**config.mk**
```make
export PLATFORM = sky130hd
export DESIGN_NAME = alu_op_sequencer_flat
export DESIGN_NICKNAME = d
export VERILOG_FILES = /design/src/rtl/alu_op_sequencer_if.sv /design/src/rtl/alu_op_sequencer.sv /design/src/flat_wrapper.sv
export SDC_FILE = /design/constraint.sdc
export NUM_CORES = 1
export LEC_CHECK = 0
export ABC_AREA = 1
export CAP_MARGIN = 20
export CORE_ASPECT_RATIO = 1.5
export CORE_MARGIN = 10
export CORE_UTILIZATION = 45
export CTS_CLUSTER_DIAMETER = 150
export DETAILED_ROUTE_END_ITERATION = 8
export GPL_ROUTABILITY_DRIVEN = 0
export PLACE_DENSITY = 0.85
export RECOVER_POWER = 25
export SETUP_SLACK_MARGIN = 0.1
export SYNTH_ARGS = -nofsm -noshare
export SYNTH_HDL_FRONTEND = slang
export SYNTH_SLANG_ARGS = --single-unit
export TNS_END_PERCENT = 30
```
**constraint.sdc**
```tcl
create_clock -name clock -period 5.3 [get_ports clock]
set_input_delay 1.06 -clock clock [delete_from_list [all_inputs] [get_ports clock]]
set_output_delay 1.06 -clock clock [all_outputs]
set_load 0.02 [all_outputs]
```
**src/rtl/alu_op_sequencer_if.sv**
```systemverilog
// Request, ALU-side and response signals of the ALU operation sequencer.
// The master side issues requests, supplies ALU results and consumes responses.
interface alu_op_sequencer_if #(
  parameter int DATA_W = 32
);
  logic              req_valid;
  logic              req_ready;
  logic [3:0]        req_op;
  logic [DATA_W-1:0] req_a;
  logic [DATA_W-1:0] req_b;

  logic [DATA_W-1:0] alu_a;
  logic [DATA_W-1:0] alu_b;
  logic [3:0]        alu_ctrl;
  logic [DATA_W-1:0] alu_c_lo;
  logic [DATA_W-1:0] alu_c_hi;

  logic              rsp_valid;
  logic              rsp_ready;
  logic [DATA_W-1:0] rsp_lo;
  logic [DATA_W-1:0] rsp_hi;
  logic              rsp_err;
  logic              busy;

  modport master (
    output req_valid, req_op, req_a, req_b, alu_c_lo, alu_c_hi, rsp_ready,
    input  req_ready, alu_a, alu_b, alu_ctrl, rsp_valid, rsp_lo, rsp_hi, rsp_err, busy
  );

  modport slave (
    input  req_valid, req_op, req_a, req_b, alu_c_lo, alu_c_hi, rsp_ready,
    output req_ready, alu_a, alu_b, alu_ctrl, rsp_valid, rsp_lo, rsp_hi, rsp_err, busy
  );
endinterface

```
**src/rtl/alu_op_sequencer.sv**
```systemverilog
// Multi-cycle sequencer in front of a 32-bit ALU: holds operands for the
// op-dependent settle time, captures the result and returns it with a handshake.
module alu_op_sequencer #(
  parameter int DATA_W     = 32,
  parameter int MUL_CYCLES = 4,
  parameter int DIV_CYCLES = 8
) (
  input logic              clock,
  input logic              clear,
  alu_op_sequencer_if.slave bus
);

  localparam int MAX_CYC = (MUL_CYCLES > DIV_CYCLES) ? MUL_CYCLES : DIV_CYCLES;
  localparam int CNT_W   = (MAX_CYC > 1) ? $clog2(MAX_CYC) : 1;

  typedef enum logic [1:0] {
    IDLE = 2'd0,
    EXEC = 2'd1,
    RESP = 2'd2
  } state_t;

  state_t            state, state_nx;
  logic [CNT_W-1:0]  cnt, cnt_load;
  logic              accept, req_err, rsp_fire;

  logic [DATA_W-1:0] alu_a_q, alu_b_q, rsp_lo_q, rsp_hi_q;
  logic [3:0]        alu_ctrl_q;
  logic              rsp_valid_q, rsp_err_q;

  assign accept   = bus.req_valid && (state == IDLE);
  assign rsp_fire = rsp_valid_q && bus.rsp_ready;

  always_comb begin
    req_err = (bus.req_op >= 4'd12) || ((bus.req_op == 4'd11) && (bus.req_b == '0));
    case (bus.req_op)
      4'd10:   cnt_load = CNT_W'(MUL_CYCLES - 1);
      4'd11:   cnt_load = CNT_W'(DIV_CYCLES - 1);
      default: cnt_load = '0;
    endcase
  end

  always_ff @(posedge clock or negedge clear) begin
    if (!clear) state <= IDLE;
    else        state <= state_nx;
  end

  always_comb begin
    state_nx = state;
    case (state)
      IDLE:    if (accept) state_nx = req_err ? RESP : EXEC;
      EXEC:    if (cnt == '0) state_nx = RESP;
      RESP:    if (rsp_fire) state_nx = IDLE;
      default: state_nx = IDLE;
    endcase
  end

  always_ff @(posedge clock or negedge clear) begin
    if (!clear) begin
      cnt         <= '0;
      alu_a_q     <= '0;
      alu_b_q     <= '0;
      alu_ctrl_q  <= '0;
      rsp_lo_q    <= '0;
      rsp_hi_q    <= '0;
      rsp_err_q   <= 1'b0;
      rsp_valid_q <= 1'b0;
    end else begin
      case (state)
        IDLE: begin
          if (accept) begin
            alu_a_q    <= bus.req_a;
            alu_b_q    <= bus.req_b;
            alu_ctrl_q <= bus.req_op;
            cnt        <= req_err ? '0 : cnt_load;
            if (req_err) begin
              rsp_lo_q  <= '0;
              rsp_hi_q  <= '0;
              rsp_err_q <= 1'b1;
            end
          end
        end
        EXEC: begin
          if (cnt == '0) begin
            rsp_lo_q    <= bus.alu_c_lo;
            rsp_hi_q    <= (alu_ctrl_q >= 4'd10) ? bus.alu_c_hi : '0;
            rsp_err_q   <= 1'b0;
            rsp_valid_q <= 1'b1;
          end else begin
            cnt <= cnt - 1'b1;
          end
        end
        RESP: begin
          // Error path enters RESP with valid low; raising it here gives the
          // same one-cycle accept-to-valid latency as a single-cycle op.
          if (rsp_fire)         rsp_valid_q <= 1'b0;
          else if (!rsp_valid_q) rsp_valid_q <= 1'b1;
        end
        default: ;
      endcase
    end
  end

  assign bus.req_ready = (state == IDLE);
  assign bus.busy      = (state != IDLE);
  assign bus.alu_a     = alu_a_q;
  assign bus.alu_b     = alu_b_q;
  assign bus.alu_ctrl  = alu_ctrl_q;
  assign bus.rsp_valid = rsp_valid_q;
  assign bus.rsp_lo    = rsp_lo_q;
  assign bus.rsp_hi    = rsp_hi_q;
  assign bus.rsp_err   = rsp_err_q;

endmodule

```
**src/flat_wrapper.sv**
```systemverilog
// flat-port wrapper written by rule: the top's interface ports become plain ports
module alu_op_sequencer_flat 
#(
  parameter int DATA_W     = 32,
  parameter int MUL_CYCLES = 4,
  parameter int DIV_CYCLES = 8
)
  (clock, clear, bus_req_valid, bus_req_op, bus_req_a, bus_req_b, bus_alu_c_lo, bus_alu_c_hi, bus_rsp_ready, bus_req_ready, bus_alu_a, bus_alu_b, bus_alu_ctrl, bus_rsp_valid, bus_rsp_lo, bus_rsp_hi, bus_rsp_err, bus_busy);
  alu_op_sequencer_if #(.DATA_W(DATA_W)) bus_i ();
  input logic clock;
  input logic clear;
  input wire logic [$bits(bus_i.req_valid)-1:0] bus_req_valid;
  input wire logic [$bits(bus_i.req_op)-1:0] bus_req_op;
  input wire logic [$bits(bus_i.req_a)-1:0] bus_req_a;
  input wire logic [$bits(bus_i.req_b)-1:0] bus_req_b;
  input wire logic [$bits(bus_i.alu_c_lo)-1:0] bus_alu_c_lo;
  input wire logic [$bits(bus_i.alu_c_hi)-1:0] bus_alu_c_hi;
  input wire logic [$bits(bus_i.rsp_ready)-1:0] bus_rsp_ready;
  output wire logic [$bits(bus_i.req_ready)-1:0] bus_req_ready;
  output wire logic [$bits(bus_i.alu_a)-1:0] bus_alu_a;
  output wire logic [$bits(bus_i.alu_b)-1:0] bus_alu_b;
  output wire logic [$bits(bus_i.alu_ctrl)-1:0] bus_alu_ctrl;
  output wire logic [$bits(bus_i.rsp_valid)-1:0] bus_rsp_valid;
  output wire logic [$bits(bus_i.rsp_lo)-1:0] bus_rsp_lo;
  output wire logic [$bits(bus_i.rsp_hi)-1:0] bus_rsp_hi;
  output wire logic [$bits(bus_i.rsp_err)-1:0] bus_rsp_err;
  output wire logic [$bits(bus_i.busy)-1:0] bus_busy;
  assign bus_i.req_valid = bus_req_valid;
  assign bus_i.req_op = bus_req_op;
  assign bus_i.req_a = bus_req_a;
  assign bus_i.req_b = bus_req_b;
  assign bus_i.alu_c_lo = bus_alu_c_lo;
  assign bus_i.alu_c_hi = bus_alu_c_hi;
  assign bus_i.rsp_ready = bus_rsp_ready;
  assign bus_req_ready = bus_i.req_ready;
  assign bus_alu_a = bus_i.alu_a;
  assign bus_alu_b = bus_i.alu_b;
  assign bus_alu_ctrl = bus_i.alu_ctrl;
  assign bus_rsp_valid = bus_i.rsp_valid;
  assign bus_rsp_lo = bus_i.rsp_lo;
  assign bus_rsp_hi = bus_i.rsp_hi;
  assign bus_rsp_err = bus_i.rsp_err;
  assign bus_busy = bus_i.busy;
  alu_op_sequencer #(.DATA_W(DATA_W), .MUL_CYCLES(MUL_CYCLES), .DIV_CYCLES(DIV_CYCLES)) u_core (.clock(clock), .clear(clear), .bus(bus_i));
endmodule
```
==> results.sh <==
export IMPL_status="complete, but fails checks"
export IMPL_violations="capacitance limit, slew limit"
export IMPL_cts_tree="done"
export IMPL_rsz0062_at_grt="no"
export IMPL_cpPeakStageDelay_ns=1.58
export IMPL_antenna_found_initial=1
export IMPL_synth_simple_area_share=0.326
export IMPL_cpMaxStageDelayCell="clkbuf_1"
export IMPL_area_growth_pct=57.4
export IMPL_portBuffers=271
export IMPL_post_drt_via_cell_ratio=4.84
export IMPL_final_antenna_net_count=0
export IMPL_post_cts_resized=0
export IMPL_dp_hpwl_um=13900
export IMPL_grt_usage=0.206
export IMPL_ir_drop_v=0.000315
export IMPL_synth_compound_area_frac=0.0140
export IMPL_tns_ns=0
export IMPL_die_w_um=114
export IMPL_report_final_slew_viol_count=43
export IMPL_clkTransAtPathRegs_ns=0.06
export IMPL_fin_nets=1113
export IMPL_dieArea_sq_um=18200
export IMPL_grt_ovfl_total=0
export IMPL_ys_seq_elements=139
export IMPL_cp_end_kind="asynchronous set/reset pin"
export IMPL_fmaxAchievable_mhz=283
export IMPL_vias=5552
export IMPL_numCtsBuffers=17
export IMPL_fin_crit_ns=3.54
export IMPL_criticalPathCategory="primary input to asynchronous set/reset pin"
export IMPL_fill_cells=993
export IMPL_clock_sinks=139
export IMPL_insertion_delay_ns=0.41
export IMPL_synthCells=716
export IMPL_power_per_cell_area_nw_per_um2=597
export IMPL_synth_area_sq_um=5910
export IMPL_setup_slack_ns=1.76
export IMPL_avgSynthCellArea_sq_um=8.25
export IMPL_setup_violations_final=0
export IMPL_cts_max_path_buffers=2
export IMPL_netlist_cell_type_count=20
export IMPL_most_common_layout_cells="nand2_1, clkdlybuf4s50_1, dfrtp_1, nor2_1, inv_1"
export IMPL_drc=0
export IMPL_cts_root_buffer="clkbuf_16"
export IMPL_core_rowCount=51
export IMPL_first_pass_iters=4
export IMPL_crit_family="buffers and inverters"
export IMPL_cp_data_required_time_ns=5.62
export IMPL_postCtsSetupBuffers=0
export IMPL_grt_max_degree=75
export IMPL_tightest_slew_ns=2.26
export IMPL_grt_pass1_wl_um=30300
export IMPL_layout_commonest_cell="nand2_1"
export IMPL_power_mw=5.55
export IMPL_ys_seq_area_frac=0.589
export IMPL_h_tree_depth=4
export IMPL_initial_core_util=0.456
export IMPL_drt_iter0_drc=257
export IMPL_synth_top_family_by_area="simple AND/OR/NAND/NOR gates"
export IMPL_cp_start_kind="primary input"
export IMPL_die_y_um=160
export IMPL_period_share=0.667
export IMPL_slew_headroom=-0.509
export IMPL_core_area_sq_um=13000
export IMPL_place_ws_ns=1.54
export IMPL_yosys_area_share_adder=0.00424
export IMPL_drive_above_1_share=0.0496
export IMPL_drt_total_wl_um=19000
export IMPL_crit_buf_inv=2
export IMPL_cts_hold_buf=0
export IMPL_fin_skew_ns=0.0165
export IMPL_p_leak_nw=4.69
export IMPL_path_cells="clkbuf_1 -> clkbuf_2"
export IMPL_synth_nets=854
export IMPL_hp_class="register to register"
export IMPL_synth_xor_area_frac=0
export IMPL_yosysWarnings=0
export IMPL_wl_per_cell_um=16.6
export IMPL_yosys_mux_area_fraction=0
export IMPL_path_max_fanout=50
export IMPL_cp_arrival_ns=3.85
export IMPL_ios=272
export IMPL_hold_violations=0
export IMPL_drv_cap=1
export IMPL_grt_pass1_vias=5750
Yosys cell counts:
| master | count | area, sq um |
|---|---|---|
| a211o_1 | 1 | 8.76 |
| a21oi_1 | 4 | 20.0 |
| buf_1 | 2 | 7.51 |
| buf_2 | 18 | 90.1 |
| buf_6 | 5 | 56.3 |
| clkbuf_1 | 15 | 56.3 |
| dfrtp_1 | 139 | 3480 |
| ha_1 | 2 | 25.0 |
| inv_1 | 44 | 165 |
| inv_2 | 5 | 18.8 |
| nand2_1 | 333 | 1250 |
| nand2_2 | 4 | 25.0 |
| nand3_1 | 35 | 175 |
| nand4_1 | 35 | 219 |
| nor2_1 | 61 | 229 |
| nor2_4 | 2 | 22.5 |
| nor3_1 | 1 | 5.00 |
| o211ai_1 | 1 | 7.51 |
| o21ai_0 | 8 | 40.0 |
| o22ai_1 | 1 | 6.26 |
logic make-up (layout without fill, tap and decap cells):
group | Yosys count | after routing
buffers and inverters | 89 | 361
adder cells (fa/ha/maj) | 2 | 2
other | 0 | 1
AO/OA/AOI/OAI | 15 | 15
flip-flops | 139 | 139
AND/OR/NAND/NOR | 471 | 471
final timing paths:
kind	cells past startpoint	slack, ns	from	endpoint
max	2	1.76	clear	u_core.state[1]
min	2	0.47	u_core.bus.alu_a[3]	u_core.bus.alu_a[3]
max reg2reg	9	2.53	u_core.state[1]	u_core.bus.rsp_hi[25]
min reg2reg	2	0.47	u_core.bus.alu_a[3]	u_core.bus.alu_a[3]
max in group clock	11	1.96	bus_req_op[3]	u_core.bus.rsp_hi[25]
min in group asynchronous	1	1.33	clear	u_core.bus.rsp_lo[10]
per-stage QoR:
stage / cell area (sq um) / util / cells / hold slack, ns
finish: 9300 / 0.718 / 1148 / 0.466
floorplan: 5910 / - / 716 / 0.495
global route: 9300 / 0.718 / 1148 / 0.492
CTS: 9280 / 0.716 / 1146 / 0.471
global placement: 8670 / 0.669 / 1114 / 0.453
detailed placement: 8670 / 0.669 / 1114 / 0.457
report_power, final:
group	internal (mW)	total, mW	switching [mW]
combinational	1.08	2.59	1.51
sequential	1.50	1.74	0.239
clock	0.759	1.22	0.462
metal layers:
layer  wire (um)  up-vias  track usage
met5           0        -            0
met4         616        0       0.0885
met3        1600       31       0.0742
met2        9820      216        0.347
met1        6990     2570        0.227
li1            -     2735            -
cell type report:
class | instances | area (sq um) | area share
Multi-Input combinational cell | 488 | 2030 | 0.219
Timing Repair Buffer | 280 | 2790 | 0.300
Clock buffer | 20 | 447 | 0.0480
Clock inverter | 12 | 165 | 0.0178
Tap cell | 159 | 199 | 0.0214
Sequential cell | 139 | 3480 | 0.374
Inverter | 49 | 184 | 0.0198
Antenna cell | 1 | 2.50 | 0.000269
flip-flops by register name, summed over array words and instances, names as in the netlist:
signal,cells
u_core.bus.alu_a,32
u_core.bus.alu_b,32
u_core.bus.rsp_hi,32
u_core.bus.rsp_lo,32
u_core.bus.alu_ctrl,4
u_core.cnt,3
u_core.state,2
u_core.bus.rsp_err,1
u_core.bus.rsp_valid,1
Note: power is estimated with default switching activity, not from simulation.
